## src/rtl/mips_cpu_muldiv.sv

```systemverilog
// Iterative MULT/MULTU/DIV/DIVU unit with architectural HI/LO registers.
// One radix-2 step per cycle for WIDTH cycles, then a sign-fix cycle that writes HI/LO.
module mips_cpu_muldiv #(
  parameter int WIDTH = 32
) (
  input  logic             clk,
  input  logic             rst_n,
  input  logic             start,
  input  logic [2:0]       md_op,
  input  logic [WIDTH-1:0] op_a,
  input  logic [WIDTH-1:0] op_b,
  output logic             busy,
  output logic             done,
  output logic [WIDTH-1:0] hi,
  output logic [WIDTH-1:0] lo
);

  localparam int CW = (WIDTH > 1) ? $clog2(WIDTH) : 1;

  typedef enum logic [1:0] {S_IDLE, S_RUN, S_FIX} state_e;

  state_e               state_q, state_d;
  logic [CW-1:0]        cnt_q, cnt_d;
  logic [WIDTH-1:0]     hi_q, hi_d, lo_q, lo_d;
  logic                 done_q, done_d;
  logic [WIDTH-1:0]     mag_a_q, mag_a_d, mag_b_q, mag_b_d, raw_a_q, raw_a_d;
  logic [2*WIDTH-1:0]   acc_q, acc_d;
  logic                 is_div_q, is_div_d;
  logic                 neg_res_q, neg_res_d, neg_rem_q, neg_rem_d;
  logic                 sgn_op;
  logic [WIDTH-1:0]     abs_a, abs_b;
  logic [2*WIDTH-1:0]   prod_fix;

  function automatic logic [WIDTH-1:0] abs_if(input logic [WIDTH-1:0] v, input logic en);
    return (en && v[WIDTH-1]) ? -v : v;
  endfunction

  function automatic logic [WIDTH-1:0] neg_w(input logic [WIDTH-1:0] v, input logic en);
    return en ? -v : v;
  endfunction

  function automatic logic [2*WIDTH-1:0] neg_2w(input logic [2*WIDTH-1:0] v, input logic en);
    return en ? -v : v;
  endfunction

  // acc = {partial product, remaining multiplier bits}; shifts right each step.
  function automatic logic [2*WIDTH-1:0] mul_step(input logic [2*WIDTH-1:0] acc,
                                                  input logic [WIDTH-1:0]   m);
    logic [WIDTH:0] sum;
    sum = {1'b0, acc[2*WIDTH-1:WIDTH]} + {1'b0, (acc[0] ? m : {WIDTH{1'b0}})};
    return {sum, acc[WIDTH-1:1]};
  endfunction

  // acc = {partial remainder, dividend/quotient bits}; restoring shift-subtract.
  function automatic logic [2*WIDTH-1:0] div_step(input logic [2*WIDTH-1:0] acc,
                                                  input logic [WIDTH-1:0]   d);
    logic [WIDTH:0] rem;
    logic [WIDTH:0] diff;
    rem  = acc[2*WIDTH-1:WIDTH-1];
    diff = rem - {1'b0, d};
    if (!diff[WIDTH]) return {diff[WIDTH-1:0], acc[WIDTH-2:0], 1'b1};
    else              return {rem[WIDTH-1:0], acc[WIDTH-2:0], 1'b0};
  endfunction

  assign sgn_op   = ~md_op[0];
  assign abs_a    = abs_if(op_a, sgn_op);
  assign abs_b    = abs_if(op_b, sgn_op);
  assign prod_fix = neg_2w(acc_q, neg_res_q);

  always_comb begin
    state_d   = state_q;
    cnt_d     = cnt_q;
    hi_d      = hi_q;
    lo_d      = lo_q;
    done_d    = 1'b0;
    mag_a_d   = mag_a_q;
    mag_b_d   = mag_b_q;
    raw_a_d   = raw_a_q;
    acc_d     = acc_q;
    is_div_d  = is_div_q;
    neg_res_d = neg_res_q;
    neg_rem_d = neg_rem_q;
    case (state_q)
      S_IDLE: begin
        if (start) begin
          case (md_op)
            3'd0, 3'd1, 3'd2, 3'd3: begin
              mag_a_d   = abs_a;
              mag_b_d   = abs_b;
              raw_a_d   = op_a;
              is_div_d  = md_op[1];
              neg_res_d = sgn_op & (op_a[WIDTH-1] ^ op_b[WIDTH-1]);
              neg_rem_d = sgn_op & op_a[WIDTH-1];
              acc_d     = {{WIDTH{1'b0}}, (md_op[1] ? abs_a : abs_b)};
              cnt_d     = '0;
              state_d   = S_RUN;
            end
            3'd4:    hi_d = op_a;
            3'd5:    lo_d = op_a;
            default: ;
          endcase
        end
      end
      S_RUN: begin
        acc_d = is_div_q ? div_step(acc_q, mag_b_q) : mul_step(acc_q, mag_a_q);
        cnt_d = cnt_q + 1'b1;
        if (cnt_q == CW'(WIDTH - 1)) state_d = S_FIX;
      end
      S_FIX: begin
        state_d = S_IDLE;
        done_d  = 1'b1;
        if (!is_div_q) begin
          hi_d = prod_fix[2*WIDTH-1:WIDTH];
          lo_d = prod_fix[WIDTH-1:0];
        end else if (mag_b_q == '0) begin
          // Divide by zero reports the dividend as issued, without sign fix.
          hi_d = raw_a_q;
          lo_d = {WIDTH{1'b1}};
        end else begin
          hi_d = neg_w(acc_q[2*WIDTH-1:WIDTH], neg_rem_q);
          lo_d = neg_w(acc_q[WIDTH-1:0], neg_res_q);
        end
      end
      default: state_d = S_IDLE;
    endcase
  end

  always_ff @(posedge clk) begin
    if (!rst_n) begin
      state_q <= S_IDLE;
      cnt_q   <= '0;
      hi_q    <= '0;
      lo_q    <= '0;
      done_q  <= 1'b0;
    end else begin
      state_q <= state_d;
      cnt_q   <= cnt_d;
      hi_q    <= hi_d;
      lo_q    <= lo_d;
      done_q  <= done_d;
    end
  end

  // Datapath operand/accumulator registers carry no reset; they are loaded at accept.
  always_ff @(posedge clk) begin
    mag_a_q   <= mag_a_d;
    mag_b_q   <= mag_b_d;
    raw_a_q   <= raw_a_d;
    acc_q     <= acc_d;
    is_div_q  <= is_div_d;
    neg_res_q <= neg_res_d;
    neg_rem_q <= neg_rem_d;
  end

  assign busy = (state_q != S_IDLE);
  assign done = done_q;
  assign hi   = hi_q;
  assign lo   = lo_q;

endmodule

```

## config.mk

```make
export PLATFORM = sky130hd
export DESIGN_NAME = mips_cpu_muldiv
export DESIGN_NICKNAME = d
export VERILOG_FILES = /design/src/rtl/mips_cpu_muldiv.sv
export SDC_FILE = /design/constraint.sdc
export NUM_CORES = 1
export LEC_CHECK = 0
export CAP_MARGIN = 20
export CORE_UTILIZATION = 60
export CTS_CLUSTER_SIZE = 25
export DETAILED_ROUTE_END_ITERATION = 10
export PLACE_DENSITY_LB_ADDON = 0.05
export SYNTH_ARGS = -nofsm -noshare
export SYNTH_HDL_FRONTEND = slang
export SYNTH_SLANG_ARGS = --single-unit
```

## constraint.sdc

```tcl
create_clock -name clk -period 12.7 [get_ports clk]
set_clock_uncertainty 0.05 [all_clocks]
set_input_delay 1.27 -clock clk [delete_from_list [all_inputs] [get_ports clk]]
set_output_delay 1.27 -clock clk [all_outputs]
set_load 0.02 [all_outputs]
```

==> results of run 1 <==
critical path, cell delays in order (launching register included):
cell and delay, ns:
edfxtp_1 0.53, inv_1 0.15, fa_1 0.45, nor2b_1 0.27, o31ai_2 0.11, a21oi_1 0.39
a31o_2 0.36, a2111oi_4 0.11, o21ai_1 0.28, nand2_1 0.69, or3_1 0.60, a31oi_1 0.16
Yosys cell counts, types with 15 or more instances:
cell type    n
and2_1      42
a31oi_1     34
xor2_1      76
mux2_2      21
edfxtp_1   162
inv_1       70
ha_1        70
nor3_1      47
o22ai_1     15
o31ai_1     23
clkbuf_1    95
nor2_1     128
o21ai_0    150
o211ai_1    18
nand3_1     38
mux2i_1     71
nor4_1      17
a221oi_1    35
or3_1       21
a21o_1      35
a21oi_1    168
nor2b_1     17
dfxtp_1     72
and3_1      17
xnor2_1     87
nand2_1    159
a211oi_1    19
logic make-up (layout without fill, tap and decap cells):
group | count (synthesis) | in the layout | synth area share [%]
fa+ha+maj | 72 | 72 | 5.34
xor+xnor | 163 | 163 | 8.33
buf+inv | 188 | 276 | 4.18
mux | 92 | 92 | 5.53
compound gates | 613 | 613 | 23.0
flops | 234 | 234 | 36.8
simple gates | 566 | 566 | 16.8
other cells | 0 | 1 | 0
cell type report:
class                   instances  area [um^2]
well taps                     378          473
flip-flops and latches        234         6310
multi-input cells            1506        10100
inverters                      71          267
diodes                          1         2.50
repair buffers                157         1520
clock inverters                 6         53.8
clock buffers                  42          818
fillers                      2213         8350
final timing paths:
kind / start / end / slack [ns]
max: acc_q[32]$_SDFFCE_PN0P_ / acc_q[37]$_SDFFCE_PN0P_ / 8.39
min: hi[18]$_SDFFE_PN0P_ / hi[18]$_SDFFE_PN0P_ / 0.44
max reg2reg: acc_q[32]$_SDFFCE_PN0P_ / acc_q[37]$_SDFFCE_PN0P_ / 8.39
min reg2reg: hi[18]$_SDFFE_PN0P_ / hi[18]$_SDFFE_PN0P_ / 0.44
per-layer routing:
metal	share of wire, %	vias up	wire length (um)
li1	-	7308	-
met1	38	7842	23700
met2	44	1097	27200
met3	11	206	6990
met4	6.1	0	3760
met5	0	-	0
per-stage QoR:
stage	hold WS [ns]	instances
6_report	0.438	2395
2_1_floorplan	0.415	1928
4_1_cts	0.437	2393
3_3_place_gp	0.421	2345
3_5_place_dp	0.428	2345
5_1_grt	0.442	2395
registers in the layout, summed over array words and instances (netlist names):
name       flops
cnt_q          5
raw_a_q       31
acc_q         64
neg_res_q      1
hi            32
lo            32
mag_b_q       32
is_div_q       1
state_q        2
neg_rem_q      1
mag_a_q       32
done           1
power groups by stage:
| stage | Sequential [mW] | Clock (mW) | Combinational (mW) |
|---|---|---|---|
| after floorplan | 0.928 | 0 | 0.380 |
| after global placement | 0.955 | 0 | 0.539 |
| final | 0.945 | 0.779 | 0.569 |
| after global routing | 0.946 | 0.805 | 0.609 |
| after detailed placement | 0.956 | 0 | 0.548 |
| after CTS | 0.941 | 0.777 | 0.553 |
==> impl_metrics.env, run 1 <==
export IMPL_hold_viol_final=0
export IMPL_antenna_found_initial=1
export IMPL_syn_inst=1928
export IMPL_yosysSeqAreaShare_pct=36.8
export IMPL_worstPathRequired_ns=13.08
export IMPL_pwr_share_comb_pct=24.8
export IMPL_worst_pin_slew_ns=1.08
export IMPL_synth_fp_nets=2070
export IMPL_grt_pass1_vias=15300
export IMPL_critPathCaptureType="register"
export IMPL_r2r_cells=11
export IMPL_grt_max_degree=80
export IMPL_syn_area_per_cell_um2=8.89
export IMPL_dieArea_um2=29200
export IMPL_place_area_um2=18700
export IMPL_area_growth_pct=14.3
export IMPL_cts_tree="done"
export IMPL_final_antenna_net_count=0
export IMPL_slew_headroom_pct=28.0
export IMPL_initial_core_util_pct=61.3
export IMPL_boundaryPins=136
export IMPL_fmax_mhz=232
export IMPL_final_common_cell="a21oi_1"
export IMPL_setup_tns_ns=0
export IMPL_root_buffer="clkbuf_16"
export IMPL_synth_flop_cell="edfxtp_1"
export IMPL_async_flop_share_pct=0
export IMPL_rows=61
export IMPL_drive_above_1_share_pct=6.85
export IMPL_fin_ws_ns=8.39
export IMPL_nNetsFinal=2138
export IMPL_internal_power_mw=1.54
export IMPL_post_route_util_pct=70.1
export IMPL_finalMaxSlewViolations=0
export IMPL_period_share_pct=33.9
export IMPL_start_kind="register"
export IMPL_remaining_drc_errors=0
export IMPL_fp_dieW_um=171
export IMPL_die_h_um=171
export IMPL_routedWlPerCell_um=25.7
export IMPL_synth_area_leader_cell="edfxtp_1"
export IMPL_worst_setup_path_type="register to register"
export IMPL_cts_inserted_buffers=26
export IMPL_clkLatencyLatePin_ns=0.58
export IMPL_yosysUniqueCellTypes=83
export IMPL_gp_congestion=1.06
export IMPL_run_status="finished, final reports clean"
export IMPL_detail_route_first_pass_iterations=6
export IMPL_syn_area_um2=17100
export IMPL_grt_pass1_wl_um=91700
export IMPL_worst_ep_arrival_time_ns=4.69
export IMPL_swShare_pct=33.0
export IMPL_viasPerCell=6.87
export IMPL_yosysTopAreaCellShare_pct=28.4
export IMPL_clockBufferDepth=3
export IMPL_top_usage_layer="met2"
export IMPL_grt_setup_unrepaired="no"
export IMPL_switchingPower_mw=0.757
export IMPL_yosys_top_cells_area="edfxtp_1 28%, dfxtp_1 8.4%, ha_1 5.1%, a21oi_1 4.9%, xnor2_1 4.4%"
export IMPL_final_area_um2=19600
export IMPL_path_max_fanout=23
export IMPL_p_per_area_nw_per_um2=117
export IMPL_synth_seq_cells=234
export IMPL_cts_max_level=1
export IMPL_ys_warn_count=0
export IMPL_grt_overflow=0
export IMPL_core_region_area_um2=27900
export IMPL_clock_sinks=234
export IMPL_cts_setup_buffers=0
export IMPL_clk_pin_slew_worst_paths_ns=0.07
export IMPL_grt_met2_usage_pct=64.3
export IMPL_vias=16500
export IMPL_vdd_drop_max_uv=109
export IMPL_synth_edff_count=162
export IMPL_hpwlAfterDp_um=44800
export IMPL_clkPwrFrac_pct=34.0
export IMPL_holdPathStages=2
export IMPL_drtIter0Drc=1959
export IMPL_hold_class="register to register"
export IMPL_pre_cts_ws_ns=8.20
export IMPL_drv_cap=0
export IMPL_ctsResizeCount=0
export IMPL_postCtsHoldBufs=0
export IMPL_track_usage_pct=41.9
export IMPL_mostFrequentLayoutCells="168 x a21oi_1, 162 x edfxtp_1, 159 x nand2_1"
export IMPL_fin_total_pwr_mw=2.29
export IMPL_grtUsageMet3_pct=7.26
export IMPL_grtUsageMet1_pct=56.5
export IMPL_drt_wl_total_um=61600
export IMPL_setup_violations=0
export IMPL_period_minus_slack_ns=4.31
export IMPL_p_leak_nw=7.53
export IMPL_portBuffers=135
export IMPL_seqPwrFrac_pct=41.2
Note: power is estimated with default switching activity, not from simulation.
==> run 2: changes to the inputs <==
clock period = 4.4 ns   (was 12.7 ns; I/O delays follow)
==> impl_metrics.env, run 2 (same netlist as run 1, synthesis figures left out) <==
export IMPL_setup_tns_ns=0
export IMPL_setup_violations=0
export IMPL_worst_pin_slew_ns=1.07
export IMPL_period_minus_slack_ns=3.87
export IMPL_boundaryPins=136
export IMPL_hpwlAfterDp_um=46200
export IMPL_p_leak_nw=7.69
export IMPL_startpoint="acc_q[31]$_DFFE_PP_"
export IMPL_hold_class="register to register"
export IMPL_fp_dieW_um=171
export IMPL_grt_max_degree=69
export IMPL_grtUsageMet3_pct=6.73
export IMPL_die_h_um=171
export IMPL_cts_inserted_buffers=26
export IMPL_viasPerCell=6.84
export IMPL_area_growth_pct=15.9
export IMPL_fillCellCount=2167
export IMPL_period_share_pct=88.0
export IMPL_antenna_found_initial=1
export IMPL_gp_congestion=0.977
export IMPL_critPathCaptureType="register"
export IMPL_ff_latch_area_um2=6310
export IMPL_grt_pass1_vias=15400
export IMPL_r2r_start="acc_q[31]$_DFFE_PP_"
export IMPL_final_antenna_net_count=0
export IMPL_grt_pass1_wl_um=90500
export IMPL_largest_register="acc_q"
export IMPL_top_usage_layer="met2"
export IMPL_drive_above_1_share_pct=8.44
export IMPL_rows=61
export IMPL_rrSetupSlack_ns=0.53
export IMPL_min_from="hi[28]$_SDFFE_PN0P_"
export IMPL_holdPathStages=2
export IMPL_largest_reg_flops=64
export IMPL_dieArea_um2=29200
export IMPL_dp_cells=2379
export IMPL_multi_input_area_um2=10100
export IMPL_worstPathRequired_ns=4.63
export IMPL_vias=16600
export IMPL_clk_pin_slew_worst_paths_ns=0.07
export IMPL_grt_overflow=0
export IMPL_worst_ep_arrival_time_ns=4.11
export IMPL_r2r_end="acc_q[40]$_SDFFCE_PN0P_"
export IMPL_mostFrequentLayoutCells="168 x a21oi_1, 162 x edfxtp_1, 159 x nand2_1"
export IMPL_hold_path_end="hi[28]$_SDFFE_PN0P_"
export IMPL_cts_setup_buffers=0
export IMPL_root_buffer="clkbuf_16"
export IMPL_cts_max_level=1
export IMPL_finalMaxSlewViolations=0
export IMPL_clockBufferDepth=3
export IMPL_remaining_drc_errors=0
export IMPL_track_usage_pct=41.5
export IMPL_r2r_cells=14
export IMPL_final_common_cell="a21oi_1"
export IMPL_grt_met2_usage_pct=66.2
export IMPL_ctsResizeCount=0
export IMPL_nNetsFinal=2171
export IMPL_cts_tree="done"
export IMPL_core_region_area_um2=27900
export IMPL_run_status="finished, final reports clean"
export IMPL_worst_setup_path_type="register to register"
export IMPL_hold_viol_final=0
export IMPL_drtIter0Drc=2075
export IMPL_drv_cap=0
export IMPL_n_antenna_cell=0
export IMPL_postCtsHoldBufs=0
export IMPL_fmax_mhz=258
export IMPL_routedWlPerCell_um=25.4
export IMPL_detail_route_first_pass_iterations=6
export IMPL_grtUsageMet1_pct=54.0
export IMPL_fin_cells=2427
export IMPL_slew_headroom_pct=28.6
export IMPL_drt_wl_total_um=61500
export IMPL_initial_core_util_pct=61.3
export IMPL_p_per_area_nw_per_um2=337
export IMPL_vdd_drop_max_uv=309
export IMPL_portBuffers=135
export IMPL_clkLatencyLatePin_ns=0.56
export IMPL_clock_sinks=234
export IMPL_path_max_fanout=18
export IMPL_grt_setup_unrepaired="no"
export IMPL_start_kind="register"
export IMPL_fin_total_pwr_mw=6.70
-- run 2: cell types whose count changed in the layout (fill, tap and decap cells not counted), moves of 3 or more --
cell | before | now
buf_4 | 21 | 53
bufinv_16 | 0 | 3
clkbuf_1 | 8 | 4
clkinvlp_4 | 0 | 3
-- run 2: where the power goes --
group,leakage (nW),internal (mW),switching (mW)
Clock,0.421,1.33,0.951
Combinational,5.14,0.662,1.08
Sequential,2.13,2.52,0.153
Total,7.69,4.51,2.19
-- run 2: cell type report --
type / count / area share, %
clock inverter: 15 / 0.807
inverter: 71 / 1.34
tap: 378 / 2.38
timing repair buffer: 190 / 8.98
clock buffer: 33 / 3.62
multi-input combinational: 1506 / 51.1
sequential: 234 / 31.8
-- run 2: through the flow --
stage	worst slack (ns)	utilization, %	hold slack [ns]	area [um^2]
CTS	0.585	71.1	0.435	19900
global route	0.220	71.1	0.449	19900
global placement	0.738	67.9	0.419	19000
finish	0.528	71.1	0.434	19900
detailed placement	0.631	67.9	0.428	19000
floorplan	0.245	-	0.415	17100
-- run 2: critical path, stage by stage, from the launching register on --
cell      delay (ns)
edfxtp_1        0.39
inv_1           0.19
ha_1            0.24
fa_1            0.24
nor2b_1         0.09
o31ai_2         0.23
a21oi_1         0.10
buf_4           0.16
a31o_2          0.31
a2111o_1        0.43
nand3_1         0.16
nand2_1         0.42
buf_4           0.33
a21oi_1         0.16
o32ai_1         0.11
-- run 2: worst max path at each step --
stage                              end  slack (ns)  depth (start not counted)
2_1_floorplan    cnt_q[3]$_SDFFE_PN0P_        0.24                          6
3_3_place_gp       acc_q[26]$_DFFE_PP_        0.74                          9
3_5_place_dp   acc_q[40]$_SDFFCE_PN0P_        0.63                         12
4_1_cts        acc_q[55]$_SDFFCE_PN0P_        0.58                         13
5_1_grt        acc_q[61]$_SDFFCE_PN0P_        0.22                         12
6_report       acc_q[40]$_SDFFCE_PN0P_        0.53                         14
-- run 2: per-layer routing --
metal	vias to the layer above	wire length (um)
met5	-	0
met4	0	3860
met3	271	6100
met2	1059	27900
met1	7870	23700
li1	7393	-
==> run 3: changes to the inputs <==
HOLD_SLACK_MARGIN = 0.02   (was unset)
clock period = 4.6 ns   (was 4.4 ns; I/O delays follow)
==> impl_metrics.env, run 3 (same netlist as run 1, synthesis figures left out) <==
export IMPL_nNetsFinal=2166
export IMPL_finalMaxSlewViolations=0
export IMPL_worstPathCellList="and2_1 -> ha_1 -> fa_1 -> a21oi_1 -> o211ai_1 -> a221oi_1 -> o21ai_0 -> nand2_1 -> nand3_1 -> a31oi_1 -> mux2_2 -> a211oi_1"
export IMPL_vdd_drop_max_uv=272
export IMPL_ctsResizeCount=0
export IMPL_cts_max_level=1
export IMPL_viasPerCell=6.79
export IMPL_slew_headroom_pct=30.0
export IMPL_final_antenna_net_count=0
export IMPL_drv_cap=0
export IMPL_path_max_fanout=5
export IMPL_p_per_area_nw_per_um2=319
export IMPL_fp_dieW_um=171
export IMPL_drtIter0Drc=2110
export IMPL_root_buffer="clkbuf_16"
export IMPL_vias=16400
export IMPL_routedWlPerCell_um=25.1
export IMPL_period_share_pct=90.8
export IMPL_grt_pass1_vias=15300
export IMPL_remaining_drc_errors=0
export IMPL_hold_slack_ns=0.432
export IMPL_core_region_area_um2=27900
export IMPL_hpwlAfterDp_um=45300
export IMPL_largest_register="acc_q"
export IMPL_boundaryPins=136
export IMPL_largest_reg_flops=64
export IMPL_slowest_stage="a221oi_1"
export IMPL_initial_core_util_pct=61.3
export IMPL_p_leak_nw=7.66
export IMPL_critPathCaptureType="register"
export IMPL_worst_setup_path_type="register to register"
export IMPL_clk_pin_slew_worst_paths_ns=0.06
export IMPL_cts_inserted_buffers=26
export IMPL_fillCellCount=2235
export IMPL_run_status="finished, final reports clean"
export IMPL_portBuffers=135
export IMPL_postCtsHoldBufs=0
export IMPL_die_h_um=171
export IMPL_cpPeakStageDelay_ns=0.62
export IMPL_fmax_mhz=239
export IMPL_multi_input_area_um2=10100
export IMPL_grt_setup_unrepaired="no"
export IMPL_worst_path_buf_inv=0
export IMPL_gp_congestion=1.05
export IMPL_rows=61
export IMPL_period_minus_slack_ns=4.18
export IMPL_drt_wl_total_um=60800
export IMPL_area_growth_pct=15.6
export IMPL_start_kind="register"
export IMPL_track_usage_pct=41.3
export IMPL_fin_total_pwr_mw=6.33
export IMPL_detail_route_first_pass_iterations=7
export IMPL_hold_class="register to register"
export IMPL_final_area_um2=19800
export IMPL_setup_violations=0
export IMPL_ff_latch_area_um2=6310
export IMPL_cts_setup_buffers=0
export IMPL_grt_pass1_wl_um=90300
export IMPL_drive_above_1_share_pct=8.13
export IMPL_worst_ep_arrival_time_ns=4.50
export IMPL_worst_pin_slew_ns=1.05
export IMPL_place_area_um2=18900
export IMPL_path_delay_family="compound AO/OA/AOI/OAI gates"
export IMPL_hold_viol_final=0
export IMPL_clockBufferDepth=3
export IMPL_grt_overflow=0
export IMPL_antenna_found_initial=0
export IMPL_dieArea_um2=29200
export IMPL_n_antenna_cell=0
export IMPL_final_common_cell="a21oi_1"
export IMPL_clock_sinks=234
export IMPL_mostFrequentLayoutCells="168 x a21oi_1, 162 x edfxtp_1, 159 x nand2_1"
export IMPL_cts_tree="done"
export IMPL_clkLatencyLatePin_ns=0.55
export IMPL_grt_max_degree=68
export IMPL_setup_tns_ns=0
export IMPL_worstPathRequired_ns=4.92
-- run 3: area by class of cell --
type                       count  share of cell area [%]
multi-input combinational   1506                    51.3
sequential                   234                    31.8
timing repair buffer         185                    8.86
clock buffer                  42                    4.02
tap                          378                    2.39
inverter                      71                    1.35
clock inverter                 5                   0.284
-- run 3: path summary, 6_finish.rpt --
check	depth (start not counted)	end	slack [ns]	from
worst max-delay path	12	acc_q[61]$_SDFFCE_PN0P_	0.42	acc_q[0]$_DFFE_PP_
worst min-delay path	2	hi[28]$_SDFFE_PN0P_	0.43	hi[28]$_SDFFE_PN0P_
worst max register to register	12	acc_q[61]$_SDFFCE_PN0P_	0.42	acc_q[0]$_DFFE_PP_
worst min register to register	2	hi[28]$_SDFFE_PN0P_	0.43	hi[28]$_SDFFE_PN0P_
-- run 3: where the power goes --
group	internal, mW	switching (mW)	total [mW]
registers	2.41	0.141	2.55
clock network	1.24	0.888	2.13
logic	0.629	1.02	1.65
-- run 3: through the flow --
| step | setup WS (ns) | util (%) | instances |
|---|---|---|---|
| 2_1_floorplan | 0.445 | - | 1928 |
| 3_3_place_gp | 0.873 | 67.8 | 2373 |
| 3_5_place_dp | 0.669 | 67.8 | 2373 |
| 4_1_cts | 0.651 | 70.8 | 2420 |
| 5_1_grt | 0.229 | 70.9 | 2421 |
| 6_report | 0.423 | 70.9 | 2421 |
-- run 3: worst reg2reg max path, delay by kind of cell, from the launching register on --
kind	cells	cell delay, ns
AOI/OAI and AO/OA	6	2.03
adders and majority gates	2	0.64
and+or+nand+nor	3	0.50
DFF	1	0.43
muxes	1	0.38
-- run 3: metal layers --
metal,up-vias,part of all wire [%],routed length (um),global-route usage [%]
li1,7380,-,-,-
met1,7767,39,23500,54.5
met2,1104,45,27200,64.7
met3,195,11,6850,8.14
met4,0,5.4,3260,20.4
met5,-,0,0,0
